## src/rtl/hazard_pkg.sv

```systemverilog
// Shared constants and types for the Decode/Execute/WriteBack hazard controller.
package hazard_pkg;

  localparam int NREGS      = 16;
  localparam int REG_W      = $clog2(NREGS);
  localparam int MC_LATENCY = 4;

  typedef logic [REG_W-1:0] reg_addr_t;

  typedef struct packed {
    logic      valid;
    logic      use_a;
    reg_addr_t src_a;
    logic      use_b;
    reg_addr_t src_b;
    logic      writes;
    reg_addr_t dst;
    logic      multicycle;
  } id_req_t;

endpackage

```

## src/rtl/pipeline_hazard_controller_scoreboard.sv

```systemverilog
// Per-register pending-write scoreboard with same-cycle commit-aware lookups.
module hazard_scoreboard #(
  parameter int NREGS     = hazard_pkg::NREGS,
  parameter int REG_W     = $clog2(NREGS),
  parameter bit REG0_ZERO = 1'b1
) (
  input  logic             clock,
  input  logic             reset,
  input  logic             flush,
  input  logic             clr_en,
  input  logic [REG_W-1:0] clr_idx,
  input  logic             set_en,
  input  logic [REG_W-1:0] set_idx,
  input  logic [REG_W-1:0] look_a,
  input  logic [REG_W-1:0] look_b,
  input  logic [REG_W-1:0] look_d,
  output logic [NREGS-1:0] pending,
  output logic             eff_a,
  output logic             eff_b,
  output logic             eff_d,
  output logic             pend_a,
  output logic             pend_b,
  output logic             pend_wb
);

  localparam logic [NREGS-1:0] ONE_HOT0 = {{(NREGS-1){1'b0}}, 1'b1};

  logic [NREGS-1:0] pending_q;
  logic [NREGS-1:0] pending_d;
  logic [NREGS-1:0] clr_mask;
  logic [NREGS-1:0] set_mask;

  // A register still counts as pending unless WriteBack retires it this very cycle.
  function automatic logic eff_pend(input logic [NREGS-1:0] pend, input logic [REG_W-1:0] r,
                                    input logic cen, input logic [REG_W-1:0] cidx);
    return pend[r] & ~(cen & (cidx == r)) & ~(REG0_ZERO & (r == {REG_W{1'b0}}));
  endfunction

  // Next-state: clear before set so a same-register set/clear leaves the bit set.
  always_comb begin
    clr_mask  = clr_en ? (ONE_HOT0 << clr_idx) : {NREGS{1'b0}};
    set_mask  = set_en ? (ONE_HOT0 << set_idx) : {NREGS{1'b0}};
    pending_d = flush ? {NREGS{1'b0}} : ((pending_q & ~clr_mask) | set_mask);
    eff_a     = eff_pend(pending_q, look_a, clr_en, clr_idx);
    eff_b     = eff_pend(pending_q, look_b, clr_en, clr_idx);
    eff_d     = eff_pend(pending_q, look_d, clr_en, clr_idx);
    pend_a    = pending_q[look_a];
    pend_b    = pending_q[look_b];
    pend_wb   = pending_q[clr_idx];
  end

  // Scoreboard state register.
  always_ff @(posedge clock or posedge reset) begin
    if (reset) begin
      pending_q <= {NREGS{1'b0}};
    end else begin
      pending_q <= pending_d;
    end
  end

  assign pending = pending_q;

endmodule

```

## src/rtl/pipeline_hazard_controller.sv

```systemverilog
// Issue gating for Decode: RAW/WAW hazards, multi-cycle Execute occupancy and WB bypass.
module pipeline_hazard_controller #(
  parameter int NREGS      = hazard_pkg::NREGS,
  parameter int REG_W      = $clog2(NREGS),
  parameter int MC_LATENCY = hazard_pkg::MC_LATENCY,
  parameter bit REG0_ZERO  = 1'b1
) (
  input  logic             clock,
  input  logic             reset,
  input  logic             flush,
  input  logic             id_valid,
  input  logic             id_use_a,
  input  logic [REG_W-1:0] id_src_a,
  input  logic             id_use_b,
  input  logic [REG_W-1:0] id_src_b,
  input  logic             id_writes,
  input  logic [REG_W-1:0] id_dst,
  input  logic             id_multicycle,
  input  logic             wb_commit,
  input  logic [REG_W-1:0] wb_dst,
  output logic             issue,
  output logic             stalled,
  output logic             fwd_a,
  output logic             fwd_b,
  output logic             mc_busy,
  output logic [NREGS-1:0] pending,
  output logic             sb_error
);
  import hazard_pkg::*;

  localparam int MC_W = (MC_LATENCY > 2) ? $clog2(MC_LATENCY) : 1;

  id_req_t         req;
  logic            eff_a, eff_b, eff_d;
  logic            pend_a, pend_b, pend_wb;
  logic            raw_a, raw_b, waw;
  logic            set_en;
  logic [MC_W-1:0] mc_cnt_q, mc_cnt_d;
  logic            sb_error_q, sb_error_d;

  hazard_scoreboard #(
    .NREGS(NREGS), .REG_W(REG_W), .REG0_ZERO(REG0_ZERO)
  ) u_sb (
    .clock(clock), .reset(reset), .flush(flush),
    .clr_en(wb_commit), .clr_idx(wb_dst),
    .set_en(set_en), .set_idx(req.dst),
    .look_a(req.src_a), .look_b(req.src_b), .look_d(req.dst),
    .pending(pending),
    .eff_a(eff_a), .eff_b(eff_b), .eff_d(eff_d),
    .pend_a(pend_a), .pend_b(pend_b), .pend_wb(pend_wb)
  );

  // Issue decision, bypass grants and next-state for the counter and error flag.
  always_comb begin
    req        = '{valid: id_valid, use_a: id_use_a, src_a: id_src_a, use_b: id_use_b,
                   src_b: id_src_b, writes: id_writes, dst: id_dst, multicycle: id_multicycle};
    mc_busy    = (mc_cnt_q != {MC_W{1'b0}});
    raw_a      = req.use_a & eff_a;
    raw_b      = req.use_b & eff_b;
    waw        = req.writes & eff_d;
    // Reset also masks the combinational outputs so everything reads 0 while held.
    issue      = req.valid & ~reset & ~flush & ~raw_a & ~raw_b & ~waw & ~mc_busy;
    stalled    = req.valid & ~reset & ~issue;
    fwd_a      = issue & req.use_a & pend_a & wb_commit & (wb_dst == req.src_a);
    fwd_b      = issue & req.use_b & pend_b & wb_commit & (wb_dst == req.src_b);
    set_en     = issue & req.writes & ~(REG0_ZERO & (req.dst == {REG_W{1'b0}}));
    mc_cnt_d   = flush ? {MC_W{1'b0}} :
                 (issue & req.multicycle) ? MC_W'(MC_LATENCY - 1) :
                 mc_busy ? (mc_cnt_q - {{(MC_W-1){1'b0}}, 1'b1}) : mc_cnt_q;
    sb_error_d = sb_error_q | (wb_commit & ~pend_wb & ~flush &
                               ~(REG0_ZERO & (wb_dst == {REG_W{1'b0}})));
  end

  // Multi-cycle occupancy counter and sticky scoreboard error.
  always_ff @(posedge clock or posedge reset) begin
    if (reset) begin
      mc_cnt_q   <= {MC_W{1'b0}};
      sb_error_q <= 1'b0;
    end else begin
      mc_cnt_q   <= mc_cnt_d;
      sb_error_q <= sb_error_d;
    end
  end

  assign sb_error = sb_error_q;

endmodule

```

## config.mk

```make
export PLATFORM = sky130hd
export DESIGN_NAME = pipeline_hazard_controller
export DESIGN_NICKNAME = d
export VERILOG_FILES = /design/src/rtl/hazard_pkg.sv /design/src/rtl/pipeline_hazard_controller_scoreboard.sv /design/src/rtl/pipeline_hazard_controller.sv
export SDC_FILE = /design/constraint.sdc
export NUM_CORES = 1
export LEC_CHECK = 0
export BUFFER_PORTS_ARGS = -buffer_cell sky130_fd_sc_hd__buf_4
export CAP_MARGIN = 20
export CORE_MARGIN = 2
export CORE_UTILIZATION = 35
export CTS_BUF_LIST = sky130_fd_sc_hd__clkbuf_4
export CTS_CLUSTER_DIAMETER = 200
export CTS_CLUSTER_SIZE = 20
export DETAILED_ROUTE_END_ITERATION = 6
export HOLD_SLACK_MARGIN = 0.02
export PLACE_DENSITY_LB_ADDON = 0.3
export SYNTH_ARGS = -nofsm -noshare
export SYNTH_HDL_FRONTEND = slang
export SYNTH_SLANG_ARGS = --single-unit
```

## constraint.sdc

```tcl
create_clock -name clock -period 2.6 [get_ports clock]
set_clock_uncertainty 0.15 [all_clocks]
set_input_delay 0.39 -clock clock [delete_from_list [all_inputs] [get_ports clock]]
set_output_delay 0.39 -clock clock [all_outputs]
set_load 0.05 [all_outputs]
```

==> flow_summary.yaml <==
status:
  status: "complete, but fails checks"
  violations: "negative setup slack"
global_route:
  grt_max_degree: 21
  grtUsageTotal_pct: 22.8
  grt_pass1_wl_um: 10700
  grt_pass1_vias: 2123
  busiest_layer: "met2"
  met2_usage_pct: 38.9
  grt_use_met3_pct: 2.73
  use_met1_pct: 30.2
  grt-ovfl-total: 0
  antenna_found_initial: 0
drt:
  viasPerCell: 5.82
  drtAntennaViolNets: 0
  routed_wl_um: 7160
  drt_first_pass_iters: 4
  routedWlPerCell_um: 19.6
  first_iter_violations: 119
  vias: 2129
  drc: 0
die:
  fp.dieW_um: 76.1
  rows: 26
  start_util_pct: 35.8
  die_y_um: 76.1
  io_pins: 47
  core_region_area_sq_mm: 0.00507
  fp.dieArea_sq_mm: 0.00579
sta:
  min_period_ns: 3.09
  finalWorstSetupSlack_ns: -0.490
  fin_crit_sh_pct: 119
  rsz0062_at_grt: "true"
  timing.slew.headroom_pct: 58.1
  slew_violations: 0
  tightest_slew_ns: 0.627
  max_freq_ghz: 0.324
  hold_viol: 0
  setup-tns-final_ns: -3.75
  final-setup-viol-count: 14
pwr:
  power_leakage_uw: 0.00144
  vdd_ir_drop_max_v: 0.000186
  powerDensity_mw_per_mm2: 318
yosys:
  synth_top_cell_area_share_pct: 26.1
  yosysTopAreaCell: "dfrtp_1"
  syn_area_sq_mm: 0.00182
  syn_inst: 197
  ys_warn_count: 0
  avgSynthCellArea_sq_um: 9.23
  ys_ff_latch: 19
  syn_nets: 223
  synth_edf_count: 0
  yosys-top-cells-area: "dfrtp_1, mux4_2, mux2i_1"
  ys_seq_area_share_pct: 26.1
  ys_types: 45
  synth_flop_cell: "dfrtp_1"
  async_reset_ff_share_pct: 100
final_layout:
  finalNetCount: 323
  drive_above_1_share_pct: 55.4
  final_common_cell: "buf_4"
  final_cell_mix: "buf_4, dfrtp_2, nand3_1"
  n_fill_cell: 464
  fin_area_sq_mm: 0.00300
  num_antenna_cells: 0
  syn_to_final_growth_pct: 65.1
  finalNonFillerCells: 366
clock_network:
  path_clk_slew_ns: 0.13
  clk_latency_ns: 0.32
  cts_inserted_buffers: 3
  ctsRootBufferMaster: "clkbuf_4"
  cts_tree: "built"
  clock_tree.buffer_depth: 2
  h-tree-depth: 1
  cts.sinks: 19
setup_path:
  cp.required_ns: 2.06
  crit_arrival_ns: 2.55
  start_kind: "flop"
  cp_max_fo: 4
  cp-end-kind: "primary output"
  worstSetupPathType: "flop to primary output"
placed_design:
  gp_congestion: 0.939
  place_area_sq_mm: 0.00258
  dp_hpwl_um: 5120
  placed_cells: 347
  port_buffers: 46
hold_path:
  hold_class: "primary input to flop"
job:
  drv_cap: 0
-- metrics by stage --
stage | hold WS, ns | power [uW] | setup WS [ns] | utilization (%)
5_1_grt | 0.330 | 1000 | -0.527 | 59.2
3_3_place_gp | 0.325 | 716 | -0.330 | 50.9
2_1_floorplan | 0.200 | 562 | -0.635 | -
4_1_cts | 0.305 | 899 | -0.479 | 54.6
3_5_place_dp | 0.319 | 719 | -0.335 | 50.9
6_report | 0.285 | 955 | -0.490 | 59.2
-- power by group --
group          switching (uW)  internal, uW  total [uW]
clock                     104          70.4         174
combinational             256           208         464
sequential               7.41           310         317
total                     367           588         955
-- state kept, by name, indices dropped and copies added, names as in the netlist --
signal	count
u_sb.pending	16
mc_cnt_q	2
sb_error	1
-- Yosys cell counts, drive strengths merged, types with 2 or more instances --
library cell	n
dfrtp	19
nand3	13
mux2i	12
nand2	12
mux4	10
nor2	10
o211ai	10
o41ai	10
clkbuf	9
buf	8
inv	8
o31ai	7
xnor2	7
nor2b	6
and3	5
nand2b	5
nand3b	4
nor3	4
xor2	4
a31oi	3
o21ai	3
o311ai	3
a2111oi	2
nand4	2
nor4	2
or2	2
or4	2
-- kinds of logic (layout without fill, tap and decap cells) --
logic type	after synthesis	after routing	share of synthesized area, %
AOI/OAI and AO/OA	48	48	20.8
xor gates and xnor gates	11	11	5.30
adders and majority gates	1	1	0.688
buffers and inverters	26	125	7.15
DFF	19	19	26.1
muxes	23	23	19.6
and+or+nand+nor	69	69	20.3
-- final timing paths --
| kind | startpoint | endpoint | slack (ns) | depth (start not counted) |
|---|---|---|---|---|
| worst max-delay path | u_sb.pending[1] | fwd_a | -0.49 | 8 |
| worst min-delay path | flush | mc_cnt_q[0] | 0.28 | 4 |
| worst max register to register | u_sb.pending[1] | u_sb.pending[8] | -0.29 | 11 |
| worst min register to register | sb_error | sb_error | 0.35 | 1 |
| max in group asynchronous | reset | u_sb.pending[12] | 1.53 | 4 |
| min in group asynchronous | reset | mc_cnt_q[0] | 0.52 | 4 |
-- area by class of cell --
class | count | area, sq um | area share, %
Multi-Input combinational cell | 152 | 1420 | 47.4
Timing Repair Buffer | 112 | 928 | 30.9
Sequential cell | 19 | 495 | 16.5
Tap cell | 70 | 87.6 | 2.92
Inverter | 9 | 38.8 | 1.29
Clock buffer | 4 | 30.0 | 1.00
-- what timing repair did --
action	4_1_cts	5_1_grt
endpoints found under the hold margin	10	0
setup buffers	3	11
resized for setup	19	29
pin swaps	5	11
hold buffers	1	0
setup endpoints to repair	14	16
-- critical path: stages (launching register included) --
cell      delay [ns]
dfrtp_2         0.47
buf_4           0.15
mux2_2          0.26
a221o_1         0.31
o211ai_1        0.11
o31ai_2         0.11
or3_4           0.39
nor4_4          0.24
buf_6           0.19
-- per-layer routing --
layer / up-vias / part of all wire (%)
li1: 965 / -
met1: 1034 / 40
met2: 113 / 51
met3: 17 / 7.2
met4: 0 / 2.3
met5: - / 0
Note: power is estimated with default switching activity, not from simulation.
